<file path="config.mk">
export PLATFORM = sky130hd
export DESIGN_NAME = mem_port_arbiter
export DESIGN_NICKNAME = d
export VERILOG_FILES = /design/src/rtl/mem_port_arbiter.sv
export SDC_FILE = /design/constraint.sdc
export NUM_CORES = 1
export LEC_CHECK = 0
export CAP_MARGIN = 0
export CORE_UTILIZATION = 25
export CTS_BUF_LIST = sky130_fd_sc_hd__clkbuf_2
export DETAILED_ROUTE_END_ITERATION = 7
export PLACE_DENSITY = 0.54
export SYNTH_ARGS = -nofsm -noshare
export SYNTH_HDL_FRONTEND = slang
export SYNTH_SLANG_ARGS = --single-unit
export TNS_END_PERCENT = 20
</file>
<file path="constraint.sdc">
create_clock -name clk -period 1.8 [get_ports clk]
set_input_delay 0.45 -clock clk [delete_from_list [all_inputs] [get_ports clk]]
set_output_delay 0.45 -clock clk [all_outputs]
set_load 0.02 [all_outputs]
</file>
<file path="src/rtl/mem_port_arbiter.sv">
// Arbitrates one single-ported RAM between the fetch (IF) and MEM-stage requesters.
// MEM wins ties unless IF has been passed over STARVE_LIMIT times in a row.
module mem_port_arbiter #(
    parameter int ADDR_W       = 16,
    parameter int DATA_W       = 16,
    parameter int MEM_LATENCY  = 4,
    parameter int STARVE_LIMIT = 3
) (
    input  logic              clk,
    input  logic              rst_n,

    input  logic              if_req,
    input  logic [ADDR_W-1:0] if_addr,
    input  logic              if_cancel,
    output logic              if_r,
    output logic [DATA_W-1:0] if_rdata,

    input  logic              mem_req,
    input  logic [ADDR_W-1:0] mem_addr,
    input  logic              mem_we_lo,
    input  logic              mem_we_hi,
    input  logic [DATA_W-1:0] mem_wdata,
    output logic              mem_r,
    output logic [DATA_W-1:0] mem_rdata,

    output logic              ram_en,
    output logic [ADDR_W-1:0] ram_addr,
    output logic              ram_we_lo,
    output logic              ram_we_hi,
    output logic [DATA_W-1:0] ram_wdata,
    input  logic [DATA_W-1:0] ram_rdata,

    output logic              busy
);

    localparam int CNT_W = (MEM_LATENCY > 1) ? $clog2(MEM_LATENCY) : 1;
    localparam int STV_W = $clog2(STARVE_LIMIT + 1);
    localparam logic [CNT_W-1:0] CYC_INIT = CNT_W'(MEM_LATENCY - 1);
    localparam logic [STV_W-1:0] STV_MAX  = STV_W'(STARVE_LIMIT);

    typedef enum logic [1:0] {
        ST_IDLE   = 2'd0,
        ST_ACCESS = 2'd1,
        ST_RESP   = 2'd2
    } state_e;

    state_e              state_q;
    logic                grant_mem_q;
    logic                cancel_q;
    logic [CNT_W-1:0]    cyc_cnt_q;
    logic [STV_W-1:0]    starve_cnt_q;
    logic                ram_en_q;
    logic [ADDR_W-1:0]   ram_addr_q;
    logic                ram_we_lo_q;
    logic                ram_we_hi_q;
    logic [DATA_W-1:0]   ram_wdata_q;
    logic                if_r_q;
    logic                mem_r_q;
    logic [DATA_W-1:0]   if_rdata_q;
    logic [DATA_W-1:0]   mem_rdata_q;

    logic                grant_mem_d;
    logic                grant_if_d;
    logic [STV_W-1:0]    starve_cnt_d;

    // Grant decision, only acted upon while idle.
    always_comb begin
        grant_mem_d  = mem_req && !(if_req && (starve_cnt_q == STV_MAX));
        grant_if_d   = if_req && !grant_mem_d;
        starve_cnt_d = starve_cnt_q;
        if (grant_mem_d) begin
            if (!if_req) begin
                starve_cnt_d = '0;
            end else if (starve_cnt_q != STV_MAX) begin
                starve_cnt_d = starve_cnt_q + STV_W'(1);
            end
        end else if (grant_if_d) begin
            starve_cnt_d = '0;
        end
    end

    always_ff @(posedge clk) begin
        if (!rst_n) begin
            state_q      <= ST_IDLE;
            grant_mem_q  <= 1'b0;
            cancel_q     <= 1'b0;
            cyc_cnt_q    <= '0;
            starve_cnt_q <= '0;
            ram_en_q     <= 1'b0;
            ram_addr_q   <= '0;
            ram_we_lo_q  <= 1'b0;
            ram_we_hi_q  <= 1'b0;
            ram_wdata_q  <= '0;
            if_r_q       <= 1'b0;
            mem_r_q      <= 1'b0;
            if_rdata_q   <= '0;
            mem_rdata_q  <= '0;
        end else begin
            if_r_q  <= 1'b0;
            mem_r_q <= 1'b0;
            unique case (state_q)
                ST_IDLE: begin
                    starve_cnt_q <= starve_cnt_d;
                    if (grant_mem_d || grant_if_d) begin
                        state_q     <= ST_ACCESS;
                        grant_mem_q <= grant_mem_d;
                        cancel_q    <= grant_if_d && if_cancel;
                        cyc_cnt_q   <= CYC_INIT;
                        ram_en_q    <= 1'b1;
                        ram_addr_q  <= grant_mem_d ? mem_addr : if_addr;
                        ram_wdata_q <= grant_mem_d ? mem_wdata : '0;
                        ram_we_lo_q <= grant_mem_d && mem_we_lo;
                        ram_we_hi_q <= grant_mem_d && mem_we_hi;
                    end
                end
                ST_ACCESS: begin
                    if (!grant_mem_q && if_cancel) begin
                        cancel_q <= 1'b1;
                    end
                    if (cyc_cnt_q == '0) begin
                        state_q     <= ST_RESP;
                        ram_en_q    <= 1'b0;
                        ram_we_lo_q <= 1'b0;
                        ram_we_hi_q <= 1'b0;
                        if (grant_mem_q) begin
                            mem_rdata_q <= ram_rdata;
                            mem_r_q     <= 1'b1;
                        end else begin
                            // A cancel arriving on this very edge must still suppress the pulse.
                            if_rdata_q <= ram_rdata;
                            if_r_q     <= !(cancel_q || if_cancel);
                        end
                    end else begin
                        cyc_cnt_q <= cyc_cnt_q - CNT_W'(1);
                    end
                end
                ST_RESP: begin
                    state_q  <= ST_IDLE;
                    cancel_q <= 1'b0;
                end
                default: begin
                    state_q <= ST_IDLE;
                end
            endcase
        end
    end

    assign if_r      = if_r_q;
    assign if_rdata  = if_rdata_q;
    assign mem_r     = mem_r_q;
    assign mem_rdata = mem_rdata_q;
    assign ram_en    = ram_en_q;
    assign ram_addr  = ram_addr_q;
    assign ram_we_lo = ram_we_lo_q;
    assign ram_we_hi = ram_we_hi_q;
    assign ram_wdata = ram_wdata_q;
    assign busy      = (state_q != ST_IDLE);

endmodule
</file>
==> metrics.txt, run 1 <==
RSZ-0062 raised after global routing true; top_reg_cell synth dfxtp_1; via count just under 3000; number of CTS-inserted buffers 9; total negative slack 0 ps; outcome finished, final reports clean; fin nets roughly 570; final count of negative-setup-slack endpoints 0; Critical Path Start Type flip-flop; Syn Inst Count approximately 340; crit share post-route 95.0%; Slew @ Worst Pin ~480 ps; # hold bufs at CTS 0; Finished Core Util 39.4%; min-delay src rst_n; Area Overhead vs Synth 52.9%; Setup WS post-layout roughly 90 ps; port bufs between 100 and 150; Die Y about 110 um; Reg clk slew, reported paths 210 ps; commonest non-fill, non-tap cell in the layout dfxtp_1; EDFF count, synth 0; CP Class flip-flop to flip-flop; Avg Cell Area, Syn approximately 9.1 um2; most frequent cells in the layout dfxtp_1, nand2_1, clkdlybuf4s50_1; clk_lat worst skew approximately 530 ps; crit path time final 1710 ps; Async S/R FF share, synth 0%; post-synthesis register bit count just under 80; WP data arrival between 2000 and 2500 ps; CTS Sinks between 70 and 80; routed wire length roughly 8300 um; Post-DP Area 4800 um2; Post-Syn Area 3110 um2; initial antenna violation count 0; core box area 12100 um2; fmax 0.585 GHz; CTS tree built; CP Max Fanout 9; LEAKAGE slightly below 0.002 uW; worst path required time roughly 2200 ps; post-route ant nets 0; Site Rows 40; wire length per cell 12.6 um; clk_skew about 32 ps; Syn Nets approximately 420; worst hold path class input pin to flip-flop; DR vias/cell between 4 and 5; DR iter-0 viols 118; Reg area approximately 1500 um2; area of the multi-input gates ~1400 um2; Max Cap Viol 0; Unique masters post-synth 34; clk root buf clkbuf_2; power per cell area between 1000 and 1500 nW/um2; r2r startpoint state_q[1]; Top Ports around 140; gp weighted congestion about 0.68; synthesis warning total 0; DP Worst Slack -184 ps; DP HPWL 5950 um; Final Cell Area between 4000 and 5000 um2; # DRC 0; # diodes 0; clock tree buffer depth 2; Worst setup EP type flip-flop; # fillers ~1200; layout cell share with drive strength beyond 1 between 15 and 20%; Max IR drop VDD about 620 uV; Slew HR roughly 68%; largest net degree at the start of global routing 33; vias in the first global route around 2800; Die Wd between 100 and 150 um; Critical Path Start state_q[1]; Die ar. 12900 um2; Hold Path Stages 3; Fin. Hold Viols 0; worst r2r path cells 6; max-slew violations 0; DR pass1 iterations 4; GRT Util Overall roughly 14%; register area share after synthesis ~50%; Initial Util 25.8%; first-pass GRT wire length 13800 um; Congestion Overflow GR 0; Max H-tree Level 3
==> Yosys cell counts, types with 2 or more instances <==
cell | number | area [um2]
a21oi_1 | 19 | 95.1
nand3_1 | 2 | 10.0
nor2_1 | 9 | 33.8
o21ai_0 | 22 | 110
a21boi_0 | 34 | 255
clkbuf_1 | 14 | 52.6
o211ai_1 | 2 | 15.0
nand2_1 | 71 | 267
dfxtp_1 | 77 | 1540
nor2b_1 | 18 | 113
nand2b_1 | 3 | 18.8
buf_2 | 6 | 30.0
a32o_1 | 2 | 20.0
inv_1 | 6 | 22.5
ha_1 | 6 | 75.1
buf_6 | 2 | 22.5
a22oi_1 | 16 | 120
mux2i_1 | 16 | 160
==> power breakdown <==
part / internal (uW) / switching [uW]
registers: 2020 / 166
logic: 991 / 1220
clock network: 208 / 578
total: 3220 / 1960
==> registers in the layout (all words and copies together), names as in the netlist, 2 cells and up <==
| signal | count |
|---|---|
| if_rdata | 16 |
| mem_rdata | 16 |
| starve_cnt_q | 2 |
| ram_addr | 16 |
| cyc_cnt_q | 2 |
| state_q | 2 |
| ram_wdata | 16 |
==> final cells by class <==
cell class / instances / area share (%)
Clock buffer: 14 / 1.47
Sequential cell: 77 / 32.5
Multi-Input combinational cell: 234 / 30.3
Tap cell: 168 / 4.42
Inverter: 6 / 0.526
Clock inverter: 2 / 0.211
Timing Repair Buffer: 160 / 30.6
==> worst max-delay path, cell delays in order (launching register included) <==
cell and delay, ps:
dfxtp_2 380, inv_2 50, ha_4 160, buf_4 140
nor3b_2 200, or3_4 410, a32o_1 270
==> routing by layer <==
metal / track usage, % / vias up / routed length, um
li1: - / 1454 / -
met1: 15.7 / 1326 / 3740
met2: 22.4 / 101 / 3790
met3: 6.38 / 5 / 711
met4: 3.68 / 0 / 80
met5: 0 / - / 0
==> per-stage QoR <==
step                      hold slack (ps)  total power (uW)  instances
after floorplan                       412              3430        341
after global placement                433              4510        644
after detailed placement              432              4550        644
after CTS                             246              5210        660
after global routing                  244              5580        661
final                                 323              5180        661
==> worst paths after layout <==
kind | endpoint | slack, ps
setup / recovery | ram_we_lo | 90
hold / removal | cyc_cnt_q[0] | 320
setup reg to reg | ram_we_lo | 90
hold reg to reg | if_r | 450
==> kinds of logic (layout without fill, tap and decap cells) <==
family	after synthesis	after routing	synth area share, %
buffers and inverters	30	182	4.83
multiplexers	17	17	5.51
flip-flops	77	77	49.6
AO/OA/AOI/OAI	100	100	21.2
AND/OR/NAND/NOR	111	111	16.4
adder cells (fa/ha/maj)	6	6	2.41
==> repair_timing <==
item / CTS / global route
buffers inserted: 0 / 1
resized for setup: 82 / 83
pin swaps: 0 / 1
gates cloned: 0 / 0
setup endpoints to repair: 71 / 59
Note: power is estimated with default switching activity, not from simulation.
==> inputs of run 2 (changes only) <==
--- a/config.mk
+++ b/config.mk
@@ -10,6 +10,7 @@
 export CTS_BUF_LIST = sky130_fd_sc_hd__clkbuf_2
 export DETAILED_ROUTE_END_ITERATION = 7
 export PLACE_DENSITY = 0.54
+export SKIP_CTS_REPAIR_TIMING = 1
 export SYNTH_ARGS = -nofsm -noshare
 export SYNTH_HDL_FRONTEND = slang
 export SYNTH_SLANG_ARGS = --single-unit
==> run 2 against run 1 <==
The run now ends with setup timing left. Total power up 1.2%. Sequential power about the same. Die area unchanged. Sequential share of layout area down 2.0 points. Critical path depth down 2. Sequential cell count unchanged. Largest power group unchanged. Highest routed layer unchanged.
==> metrics.txt, run 2 (synthesis gave the netlist of run 1 again) <==
clk root buf clkbuf_2; Worst setup EP type primary output; clk_lat worst skew 530 ps (about the same); slowest cell on the critical path dfxtp_2; CTS tree built; # diodes 0 (unchanged); RSZ-0062 raised after global routing true; violated checks setup timing; Finished Core Util 42.0% (+2.5 points); crit path time final 1870 ps (+157 ps); Area Overhead vs Synth 62.7%; wire length per cell 12.8 um (+1.3%); WP data arrival 1420 ps (-710 ps); worst hold path class input pin to flip-flop; number of CTS-inserted buffers 9 (unchanged); fin nets 564 (-0.18%); Die Wd 114 um (unchanged); fmax 0.535 GHz (-8.4%); LEAKAGE 0.00298 uW (+54%); Setup WS post-layout -67.8 ps (-157 ps); Slew @ Worst Pin 344 ps (-140 ps); first-pass GRT wire length 13700 um (-0.86%); DR iter-0 viols 105 (-11%); reg2reg end ram_we_lo; worst stage delay on the critical path 370 ps (-40 ps); # DRC 0 (unchanged); worst r2r path cells 6 (unchanged); core box area 12100 um2 (unchanged); Max H-tree Level 3 (unchanged); most frequent cells in the layout dfxtp_1, nand2_1, clkdlybuf4s50_1, dlymetal6s2s_1, a21boi_0; Fin. Hold Viols 0 (unchanged); Initial Util 25.8% (unchanged); Final Cell Area 5060 um2 (+6.4%); Congestion Overflow GR 0 (unchanged); via count 2865 (-0.73%); Reg clk slew, reported paths 220 ps (about the same); routed wire length 8420 um (+1.2%); CP most frequent cell inv_1; vias in the first global route 2805 (-1.4%); CP endpoint busy; clk_skew 34.2 ps (+1.78 ps); Critical Path Start Type flip-flop; layout cell share with drive strength beyond 1 9.55% (-6.5 points); Site Rows 40 (unchanged); DR pass1 iterations 4 (unchanged); largest net degree at the start of global routing 33 (unchanged); CP Class flip-flop to primary output; Pwr Total 5240 uW (+1.2%); Max IR drop VDD 605 uV (-3.1%); clock tree buffer depth 2 (unchanged); final count of negative-setup-slack endpoints 1 (+1); Post-DP Area 4800 um2 (unchanged); WHS 305 ps (-18.1 ps); post-route ant nets 0 (unchanged); Top Ports 141 (unchanged); worst path required time 1350 ps (-870 ps); initial antenna violation count 0 (unchanged); gp weighted congestion 0.683 (unchanged); crit share post-route 104% (+8.7 points); Critical Path Start state_q[0]; DP HPWL 5950 um (unchanged); outcome complete, but fails checks; crit path cell chain inv_1 > ha_1 > inv_1 > clkbuf_2; Die ar. 12900 um2 (unchanged); commonest non-fill, non-tap cell in the layout dfxtp_1; r2r setup slk 60 ps (-30 ps); DP Worst Slack -184 ps (unchanged); Slew HR 77.1% (+9.5 points); CTS Sinks 77 (unchanged); power per cell area 1040 nW/um2 (-4.9%); Die Y 114 um (unchanged); port bufs 140 (unchanged); Max Cap Viol 0 (unchanged); CP Max Fanout 2 (-7); DR vias/cell 4.34 (-0.58%); r2r startpoint state_q[0]; GRT Util Overall 13.4% (-0.11 points); max-slew violations 0 (unchanged)
==> run 2: changes by cell type in the layout (fill, tap and decap cells not counted), moves of 2 or more <==
cell,previous run,this run
clkbuf_2,41,15
inv_1,3,6
dlymetal6s2s_1,0,69
clkdlybuf4s15_1,26,0
dlygate4sd2_1,16,0
inv_2,2,0
==> run 2: final cells by class <==
type,instances,area [um2]
clock inverter,2,10.0
sequential,77,1540
inverter,6,22.5
multi-input combinational,234,1430
fill,1176,7000
clock buffer,14,70.1
timing repair buffer,159,1770
tap,168,210
==> run 2: report_power, final <==
| group | total, uW | switching (uW) | internal, uW |
|---|---|---|---|
| logic | 2280 | 1200 | 1080 |
| clock network | 788 | 581 | 208 |
| registers | 2170 | 155 | 2020 |
==> run 2: metrics by stage <==
stage,TNS (ps),instances
6_report,-67.8,660
5_1_grt,-248,660
4_1_cts,-17250,660
3_5_place_dp,-3820,644
3_3_place_gp,-2340,644
2_1_floorplan,0,341
==> run 2: metal layers <==
| metal | track usage (%) | vias to the layer above | wire length, um |
|---|---|---|---|
| li1 | - | 1452 | - |
| met1 | 15.8 | 1309 | 3790 |
| met2 | 21.8 | 99 | 3850 |
| met3 | 6.38 | 5 | 699 |
| met4 | 3.68 | 0 | 80 |
| met5 | 0 | - | 0 |
==> run 2: worst min path at each step <==
stage / depth (start not counted) / slack (ps) / from / to
6_report: 3 / 300 / rst_n / cyc_cnt_q[0]
5_1_grt: 2 / 240 / rst_n / mem_rdata[6]
4_1_cts: 3 / 250 / rst_n / cyc_cnt_q[0]
3_5_place_dp: 1 / 430 / cancel_q / if_r
3_3_place_gp: 1 / 430 / cancel_q / if_r
2_1_floorplan: 1 / 410 / cancel_q / if_r
==> run 2: worst max-delay path: cells and delay by family, from the launching register on <==
kind                     cells  cell delay, ps
flip-flops                   1             370
buffers and inverters        3             320
adder cells (fa/ha/maj)      1             210
